`config.mk`:
```
export PLATFORM = sky130hd
export DESIGN_NAME = alu_issue_stage
export DESIGN_NICKNAME = d
export VERILOG_FILES = /design/src/rtl/alu_pkg.sv /design/src/rtl/alu_ctl_decode.sv /design/src/rtl/alu_issue_stage.sv
export SDC_FILE = /design/constraint.sdc
export NUM_CORES = 1
export LEC_CHECK = 0
export CORE_MARGIN = 2
export CORE_UTILIZATION = 43
export DETAILED_ROUTE_END_ITERATION = 8
export PLACE_DENSITY = 0.89
export RECOVER_POWER = 50
export SETUP_SLACK_MARGIN = 0.5
export SYNTH_ARGS = -nofsm -noshare
export SYNTH_HDL_FRONTEND = slang
export SYNTH_HIERARCHICAL = 1
export SYNTH_SLANG_ARGS = --single-unit
```
`constraint.sdc`:
```
create_clock -name clk -period 2.57 [get_ports clk]
set_input_delay 0.514 -clock clk [delete_from_list [all_inputs] [get_ports clk]]
set_output_delay 0.514 -clock clk [all_outputs]
set_load 0.005 [all_outputs]
```
`src/rtl/alu_pkg.sv`:
```
// Shared ALU encodings: control codes, ALU op and funct fields, default widths,
// and the decoder result payload.
package alu_pkg;

  localparam int unsigned XLEN_DEFAULT   = 32;
  localparam int unsigned REG_AW_DEFAULT = 5;
  localparam int unsigned CTL_W          = 3;
  localparam int unsigned ALUOP_W        = 2;
  localparam int unsigned FUNCT_W        = 6;
  localparam int unsigned SHAMT_W        = 5;

  localparam logic [CTL_W-1:0] CTL_AND = 3'b000;
  localparam logic [CTL_W-1:0] CTL_OR  = 3'b001;
  localparam logic [CTL_W-1:0] CTL_ADD = 3'b010;
  localparam logic [CTL_W-1:0] CTL_SUB = 3'b110;
  localparam logic [CTL_W-1:0] CTL_SLT = 3'b111;

  localparam logic [ALUOP_W-1:0] ALUOP_ADD   = 2'b00;
  localparam logic [ALUOP_W-1:0] ALUOP_SUB   = 2'b01;
  localparam logic [ALUOP_W-1:0] ALUOP_RTYPE = 2'b10;
  localparam logic [ALUOP_W-1:0] ALUOP_RSVD  = 2'b11;

  localparam logic [FUNCT_W-1:0] FUNCT_ADD = 6'b100000;
  localparam logic [FUNCT_W-1:0] FUNCT_SUB = 6'b100010;
  localparam logic [FUNCT_W-1:0] FUNCT_AND = 6'b100100;
  localparam logic [FUNCT_W-1:0] FUNCT_OR  = 6'b100101;
  localparam logic [FUNCT_W-1:0] FUNCT_SLT = 6'b101010;

  typedef struct packed {
    logic [CTL_W-1:0] ctl;
    logic             illegal;
  } dec_t;

endpackage

```
`src/rtl/alu_ctl_decode.sv`:
```
// Combinational ALU op / funct to 3-bit ALU control decode; undecodable
// combinations fall back to add and raise illegal.
module alu_ctl_decode
  import alu_pkg::*;
(
  input  logic [ALUOP_W-1:0] aluop,
  input  logic [FUNCT_W-1:0] funct,
  output dec_t               dec_c
);

  always_comb begin
    dec_c = '{ctl: CTL_ADD, illegal: 1'b0};
    case (aluop)
      ALUOP_ADD: dec_c.ctl = CTL_ADD;
      ALUOP_SUB: dec_c.ctl = CTL_SUB;
      ALUOP_RTYPE: begin
        case (funct)
          FUNCT_ADD: dec_c.ctl = CTL_ADD;
          FUNCT_SUB: dec_c.ctl = CTL_SUB;
          FUNCT_AND: dec_c.ctl = CTL_AND;
          FUNCT_OR:  dec_c.ctl = CTL_OR;
          FUNCT_SLT: dec_c.ctl = CTL_SLT;
          default:   dec_c.illegal = 1'b1;
        endcase
      end
      default: dec_c.illegal = 1'b1;
    endcase
  end

endmodule

```
`src/rtl/alu_issue_stage.sv`:
```
// Issue stage in front of the ALU: decode, operand select, issue and output
// registers. ALU_ISSUE_FWD_EN selects forwarding; otherwise hazards stall.
module alu_issue_stage
  import alu_pkg::*;
#(
  parameter int unsigned XLEN   = XLEN_DEFAULT,
  parameter int unsigned REG_AW = REG_AW_DEFAULT
) (
  input  logic               clk,
  input  logic               rst,
  input  logic               in_valid,
  output logic               in_ready,
  input  logic [ALUOP_W-1:0] in_aluop,
  input  logic [FUNCT_W-1:0] in_funct,
  input  logic [SHAMT_W-1:0] in_shamt,
  input  logic [REG_AW-1:0]  in_rs_idx,
  input  logic [REG_AW-1:0]  in_rt_idx,
  input  logic [REG_AW-1:0]  in_rd_idx,
  input  logic [XLEN-1:0]    in_rs_val,
  input  logic [XLEN-1:0]    in_rt_val,
  input  logic [XLEN-1:0]    in_imm,
  input  logic               in_use_imm,
  output logic [CTL_W-1:0]   alu_ctl,
  output logic [XLEN-1:0]    alu_a,
  output logic [XLEN-1:0]    alu_b,
  output logic [SHAMT_W-1:0] alu_shamt,
  input  logic [XLEN-1:0]    alu_result,
  output logic               out_valid,
  input  logic               out_ready,
  output logic [XLEN-1:0]    out_result,
  output logic [REG_AW-1:0]  out_rd,
  output logic               illegal_op
);

  logic              iss_valid;
  logic [REG_AW-1:0] iss_rd;
  logic              adv;
  logic              stall;
  logic              accept;
  logic              move;
  logic              rs_iss_hit;
  logic              rs_out_hit;
  logic              rt_iss_hit;
  logic              rt_out_hit;
  logic [XLEN-1:0]   op_a;
  logic [XLEN-1:0]   rt_sel;
  logic [XLEN-1:0]   op_b;
  dec_t              dec;

  alu_ctl_decode u_dec (
    .aluop (in_aluop),
    .funct (in_funct),
    .dec_c (dec)
  );

  // Source-index matches against in-flight destinations; index 0 never matches.
  always_comb begin
    rs_iss_hit = iss_valid && (in_rs_idx != '0) && (in_rs_idx == iss_rd);
    rs_out_hit = out_valid && (in_rs_idx != '0) && (in_rs_idx == out_rd);
    rt_iss_hit = iss_valid && (in_rt_idx != '0) && (in_rt_idx == iss_rd);
    rt_out_hit = out_valid && (in_rt_idx != '0) && (in_rt_idx == out_rd);
  end

`ifdef ALU_ISSUE_FWD_EN
  // Youngest producer wins: the issue register's live ALU result, then OUT.
  always_comb begin
    stall  = 1'b0;
    op_a   = in_rs_val;
    rt_sel = in_rt_val;
    if (rs_iss_hit)      op_a = alu_result;
    else if (rs_out_hit) op_a = out_result;
    if (rt_iss_hit)      rt_sel = alu_result;
    else if (rt_out_hit) rt_sel = out_result;
  end
`else
  // Without forwarding, hold off until the producer has left OUT.
  always_comb begin
    stall  = in_valid && (rs_iss_hit || rs_out_hit ||
                          (!in_use_imm && (rt_iss_hit || rt_out_hit)));
    op_a   = in_rs_val;
    rt_sel = in_rt_val;
  end
`endif

  assign op_b     = in_use_imm ? in_imm : rt_sel;
  assign adv      = !out_valid || out_ready;
  assign in_ready = (!iss_valid || adv) && !stall;
  assign accept   = in_valid && in_ready;
  assign move     = iss_valid && adv;

  always_ff @(posedge clk) begin
    if (rst) begin
      iss_valid  <= 1'b0;
      iss_rd     <= '0;
      alu_ctl    <= '0;
      alu_a      <= '0;
      alu_b      <= '0;
      alu_shamt  <= '0;
      out_valid  <= 1'b0;
      out_result <= '0;
      out_rd     <= '0;
      illegal_op <= 1'b0;
    end else begin
      illegal_op <= accept && dec.illegal;
      if (accept) begin
        iss_rd    <= in_rd_idx;
        alu_ctl   <= dec.ctl;
        alu_a     <= op_a;
        alu_b     <= op_b;
        alu_shamt <= in_shamt;
      end
      if (accept)    iss_valid <= 1'b1;
      else if (move) iss_valid <= 1'b0;
      // Simultaneous drain and refill keeps OUT occupied.
      if (move) begin
        out_result <= alu_result;
        out_rd     <= iss_rd;
        out_valid  <= 1'b1;
      end else if (out_ready) begin
        out_valid  <= 1'b0;
      end
    end
  end

endmodule

```
==> reports/qor.yml, run 1 <==
yosys:
  yosys_most_used_dff: "dfxtp_1"
  synth.distinct_cells: 39
  synthTopCellsByArea: "dfxtp_1 (45%), a21oi_1 (11%), a211oi_2 (7.2%)"
  yosys_warnings: 6
  synth_area_um2: 5190
  synthCells: 586
  syn_avg_cell_area_um2: 8.87
  synth-seq-cells: 117
  syn_nets: 750
  synth_edf_count: 0
  synth_top_area_share_pct: 45.1
  ys_seq_area_share_pct: 45.1
  yosys.area.top_type: "dfxtp_1"
  synth_async_sr_flop_share_pct: 0
cts:
  clk_path_buf_depth: 2
  htreeDepth: 4
  numClockSinks: 117
  cts_tree: "yes"
  hold_buffers: 0
  clkLatencyLatePin_ns: 0.41
  cts_root_buf: "clkbuf_16"
  cts_made_buffers: 17
  clk_pin_slew_worst_paths_ns: 0.05
layout:
  drive_above_1_share_pct: 13.2
  post-route-util_pct: 72.6
  areaGrowthSynthToFinish_pct: 66.5
  fin_area_um2: 8650
  nets: 1004
  fillers: 875
  antenna_cells: 0
run:
  max_cap_viol_count: 0
timing:
  worstMarginPinSlew_ns: 1.40
  fin_crit_ns: 2.25
  skew_ns: 0.00924
  hold_violations: 0
  setup_viol: 0
  layout_setup_ws_ns: 0.317
  fmax_ghz: 0.444
  rsz0062_at_grt: "true"
  slew_headroom_pct: 6.61
  slew_viol_final: 0
  fin_crit_sh_pct: 87.7
floorplan:
  die_width_um: 114
  dieHeight_um: 114
  die_area_um2: 13000
  ios: 273
  row_count: 40
  initial_core_util_pct: 43.6
  core_um2: 11900
drt:
  drcViolationCount: 0
  routed-via-count: 5270
  drtIter0Drc: 425
  routed_via_density: 5.27
  totalWireLength_mm: 17.3
  drt-pass1-iter-count: 5
  drtAntennaViolNets: 0
  routedWlPerCell_um: 17.3
critical_path:
  startpoint_type: "input pin"
  crit_fanout: 4
  crit_required_ns: 2.06
  worstSetupEndpointType: "output pin"
  criticalPathCategory: "in -> out"
  cp.arrival_ns: 1.74
pwr:
  p_sw_share_pct: 24.7
  p_per_area_nw_per_um2: 616
  pwr-share-comb_pct: 16.8
  ir_drop_mv: 0.328
  power_frac_seq_pct: 37.4
  p_leak_nw: 3.39
  p_int_w: 0.00401
  p_sw_w: 0.00132
  clock_power_share_pct: 45.8
  total_power_w: 0.00532
min_path:
  hold_class: "reg -> reg"
global_route:
  grt_pass1_vias: 5152
  grt-ovfl-total: 0
  grt_first_pass_wirelength_mm: 26.5
  grt_max_degree: 53
  antenna_found_initial: 0
  grt_usage_pct: 26.0
placed_design:
  dpl_cell_area_um2: 8010
  hpwl_mm: 11.6
  dp_slack_ns: -0.262
  port_buffers: 272
  gp_congestion: 0.842
outcome:
  outcome: "completed"
==> cell families (layout without fill, tap and decap cells) <==
logic type,after synthesis,in the layout,share of synthesized area (%)
xor+xnor,20,20,3.37
fa+ha+maj,3,3,0.723
mux,32,32,6.17
compound gates,203,203,25.2
flops,117,117,45.1
buf+inv,59,326,6.05
simple gates,152,152,13.4
==> cell type report <==
cell class	count	area, um2	share of cell area, %
clock buffer	18	439	5.08
clock inverter	14	178	2.05
inverter	4	15.0	0.174
multi-input combinational	410	2580	29.9
sequential	117	2360	27.3
tap	147	184	2.13
timing repair buffer	290	2890	33.4
==> through the flow <==
step | instances | hold WS [ns] | setup TNS (ns)
2_1_floorplan | 586 | 0.453 | 0
3_3_place_gp | 966 | 0.440 | -4.24
3_5_place_dp | 966 | 0.446 | -6.10
4_1_cts | 1000 | 0.453 | 0
5_1_grt | 1000 | 0.462 | 0
6_report | 1000 | 0.449 | 0
==> power by group through the flow <==
stage          Sequential (W)  Clock, W  Combinational, W
2_1_floorplan         0.00203         0          0.000359
3_3_place_gp          0.00202         0          0.000904
3_5_place_dp          0.00203         0          0.000917
4_1_cts               0.00199   0.00247          0.000922
5_1_grt               0.00200   0.00256          0.000963
6_report              0.00199   0.00244          0.000894
==> layout by cell type (no fill, tap or decap), types with 5 or more instances in the layout <==
master and count:
a211oi_2 30, a21oi_1 116, buf_12 6, buf_4 10, clkbuf_16 17, clkbuf_2 7
clkdlybuf4s50_1 184, dfxtp_1 108, dfxtp_2 5, dlygate4sd3_1 75, mux2i_1 32, nand2_1 83
nand3_1 46, nor2_1 6, o21ai_0 40, o21ai_1 5, xnor2_1 16
==> Yosys cell counts, types with 4 or more instances <==
library cell / instances
dfxtp_1: 117
a21oi_1: 116
nand2_1: 83
nand3_1: 46
o21ai_0: 40
mux2i_1: 32
a211oi_2: 30
clkbuf_1: 29
xnor2_1: 20
buf_2: 12
nor2_1: 6
buf_6: 5
o21ai_1: 5
inv_1: 4
nand4_1: 4
==> worst max-delay path, stage by stage <==
cell,delay (ns)
dlygate4sd3_1,0.55
nor2b_1,0.25
nand2_1,0.15
a21boi_1,0.15
buf_2,0.13
==> flip-flops by register name, summed over array words and instances, names as in the netlist <==
register / cells
alu_a: 32
alu_shamt: 5
illegal_op: 1
alu_ctl: 3
alu_b: 32
out_result: 32
iss_valid: 1
iss_rd: 5
out_valid: 1
out_rd: 5
==> metal layers <==
metal / GRT usage [%] / up-vias / routed length [um]
met4: 9.43 / 0 / 329
met1: 30.7 / 2473 / 6960
met2: 44.6 / 201 / 8810
met3: 8.18 / 25 / 1160
li1: - / 2571 / -
met5: 0 / - / 0
==> path summary, 6_finish.rpt <==
kind                               startpoint                     endpoint  slack [ns]  cells past startpoint
hold / removal    out_result[30]$_SDFFE_PP0P_  out_result[30]$_SDFFE_PP0P_        0.45                      2
hold reg to reg   out_result[30]$_SDFFE_PP0P_  out_result[30]$_SDFFE_PP0P_        0.45                      2
setup reg to reg       iss_rd[2]$_SDFFE_PP0P_        alu_b[0]$_SDFFE_PP0P_        0.51                      8
setup / recovery                    out_ready                     in_ready        0.32                      5
==> repair_timing <==
action	4_1_cts	5_1_grt
resized for setup	33	15
endpoints found under the hold margin	0	0
endpoints found under the setup margin	78	33
pin swaps	7	8
buffers inserted	2	0
Note: power is estimated with default switching activity, not from simulation.
==> run 2: changes to the inputs <==
Settings changed: REMOVE_ABC_BUFFERS from default to 1.
==> run 2 against run 1 <==
Against the previous run:
- first-iteration DRC count down 12%
- power decreased by 3.3%
- flip-flop and latch count stayed put
- core utilization fell by 0.24 points
- critical endpoint unchanged
- largest cell class unchanged
- largest power group unchanged
==> reports/qor.yml, run 2 (synthesized netlist as in run 1, its figures left out) <==
pwr:
  clock_power_share_pct: 44.2
  p_sw_w: 0.00135
  power_frac_seq_pct: 38.6
  pwr-share-comb_pct: 17.2
  p_leak_nw: 3.36
  p_sw_share_pct: 26.2
  ir_drop_mv: 0.374
  p_int_w: 0.00380
  p_per_area_nw_per_um2: 597
critical_path:
  crit_required_ns: 2.06
  slowest_delay_ns: 0.54
  startpoint_type: "input pin"
  crit_fanout: 4
  cp_slowest_cell: "dlygate4sd3_1"
  worstSetupEndpointType: "output pin"
  cp_num_buf_inv: 2
  cp_cell_sequence: "dlygate4sd3_1 -> nor2b_1 -> nand2_1 -> a21boi_2 -> buf_2"
  criticalPathCategory: "in -> out"
  critPathTopFamily: "buffers and inverters"
  cp.arrival_ns: 1.80
layout:
  drive_above_1_share_pct: 13.5
  reg_top3: "alu_a (32), alu_b (32), out_result (32)"
  layout_common_cells: "clkdlybuf4s50_1 (182), a21oi_1 (116), dfxtp_1 (108)"
  nets: 1006
  fin_area_um2: 8620
  final_common_cell: "clkdlybuf4s50_1"
  post-route-util_pct: 72.4
  areaGrowthSynthToFinish_pct: 65.9
timing:
  hold_violations: 0
  skew_ns: 0.0128
  rsz0062_at_grt: "true"
  fmax_ghz: 0.433
  setup_viol: 0
  slew_viol_final: 0
  fin_crit_sh_pct: 89.9
  worstMarginPinSlew_ns: 0.767
  fin_crit_ns: 2.31
  slew_headroom_pct: 48.9
global_route:
  grt-ovfl-total: 0
  grt_first_pass_wirelength_mm: 25.9
  grt_usage_pct: 25.1
  grt_max_degree: 74
  grt_pass1_vias: 5233
  antenna_found_initial: 1
drt:
  drt-pass1-iter-count: 5
  routedWlPerCell_um: 16.5
  totalWireLength_mm: 16.6
  drtIter0Drc: 372
  routed-via-count: 5262
  drcViolationCount: 0
  drtAntennaViolNets: 0
  routed_via_density: 5.24
cts:
  clkLatencyLatePin_ns: 0.41
  clk_pin_slew_worst_paths_ns: 0.06
  htreeDepth: 4
  hold_buffers: 0
  cts_root_buf: "clkbuf_16"
  cts_tree: "yes"
  cts_made_buffers: 17
  clk_path_buf_depth: 2
  numClockSinks: 117
run:
  max_cap_viol_count: 0
floorplan:
  die_width_um: 114
  die_area_um2: 13000
  core_um2: 11900
  dieHeight_um: 114
  row_count: 40
  initial_core_util_pct: 43.6
  ios: 273
placed_design:
  gp_congestion: 0.847
  port_buffers: 272
  dpl_cell_area_um2: 7960
  hpwl_mm: 11.5
min_path:
  hold_class: "reg -> reg"
outcome:
  outcome: "completed"
run 2: cell count changes in the layout (fill, tap and decap cells not counted), sizes merged:
cell,change
clkbuf,-7
clkdlybuf4s15,+4
buf,+3
inv,+3
bufinv,-2
clkdlybuf4s50,-2
diode,+2
dlygate4sd3,+2
clkinv,-1
clkinvlp,+1
nor2,+1
run 2: layout make-up:
class                           count  area (um2)
Fill cell                         900        3290
Sequential cell                   117        2360
Antenna cell                        2        5.00
Timing Repair Buffer              291        2890
Clock inverter                     15         149
Tap cell                          147         184
Inverter                            4        15.0
Multi-Input combinational cell    411        2590
Clock buffer                       17         425
run 2: final timing paths:
check | startpoint | end | slack, ns | cells after the start
max | out_ready | in_ready | 0.26 | 5
min | out_result[9]$_SDFFE_PP0P_ | out_result[9]$_SDFFE_PP0P_ | 0.45 | 2
max reg2reg | iss_rd[3]$_SDFFE_PP0P_ | alu_b[14]$_SDFFE_PP0P_ | 0.61 | 7
min reg2reg | out_result[9]$_SDFFE_PP0P_ | out_result[9]$_SDFFE_PP0P_ | 0.45 | 2
run 2: metrics by stage:
stage / setup slack [ns] / total power (W) / setup TNS [ns] / hold WS [ns] / std cells
after global placement: -0.284 / 0.00291 / -4.19 / 0.440 / 967
after floorplan: 0.0432 / 0.00233 / 0 / 0.447 / 531
after CTS: 0.411 / 0.00520 / 0 / 0.453 / 1000
after detailed placement: -0.389 / 0.00293 / -6.64 / 0.446 / 967
after global routing: 0.168 / 0.00536 / 0 / 0.464 / 1003
final: 0.259 / 0.00515 / 0 / 0.451 / 1004
run 2: tightest hold or removal path, delay by kind of cell, from the launching register on:
family	cells	cell delay, ns
AND/OR/NAND/NOR	1	0.05
flip-flops	1	0.30
AO/OA/AOI/OAI	1	0.05
run 2: power by group through the flow:
stage	logic [W]	clock network, W	registers (W)
after floorplan	0.000294	0	0.00203
after global placement	0.000891	0	0.00202
after detailed placement	0.000906	0	0.00203
after CTS	0.000913	0.00230	0.00199
after global routing	0.000959	0.00240	0.00200
final	0.000886	0.00228	0.00199
run 2: routing by layer:
layer / global-route usage, % / vias to the layer above / share of wire [%]
met5: 0 / - / 0
li1: - / 2578 / -
met2: 43.2 / 195 / 50
met4: 12.6 / 0 / 3.2
met3: 6.96 / 36 / 6.6
met1: 28.6 / 2453 / 40
run 2: repair_timing:
action                     CTS  global route
hold endpoints to repair     0             0
pin swaps                    7             6
resized for setup           43             5
buffers inserted             1             1
gates cloned                 0             1
setup endpoints to repair   78            78
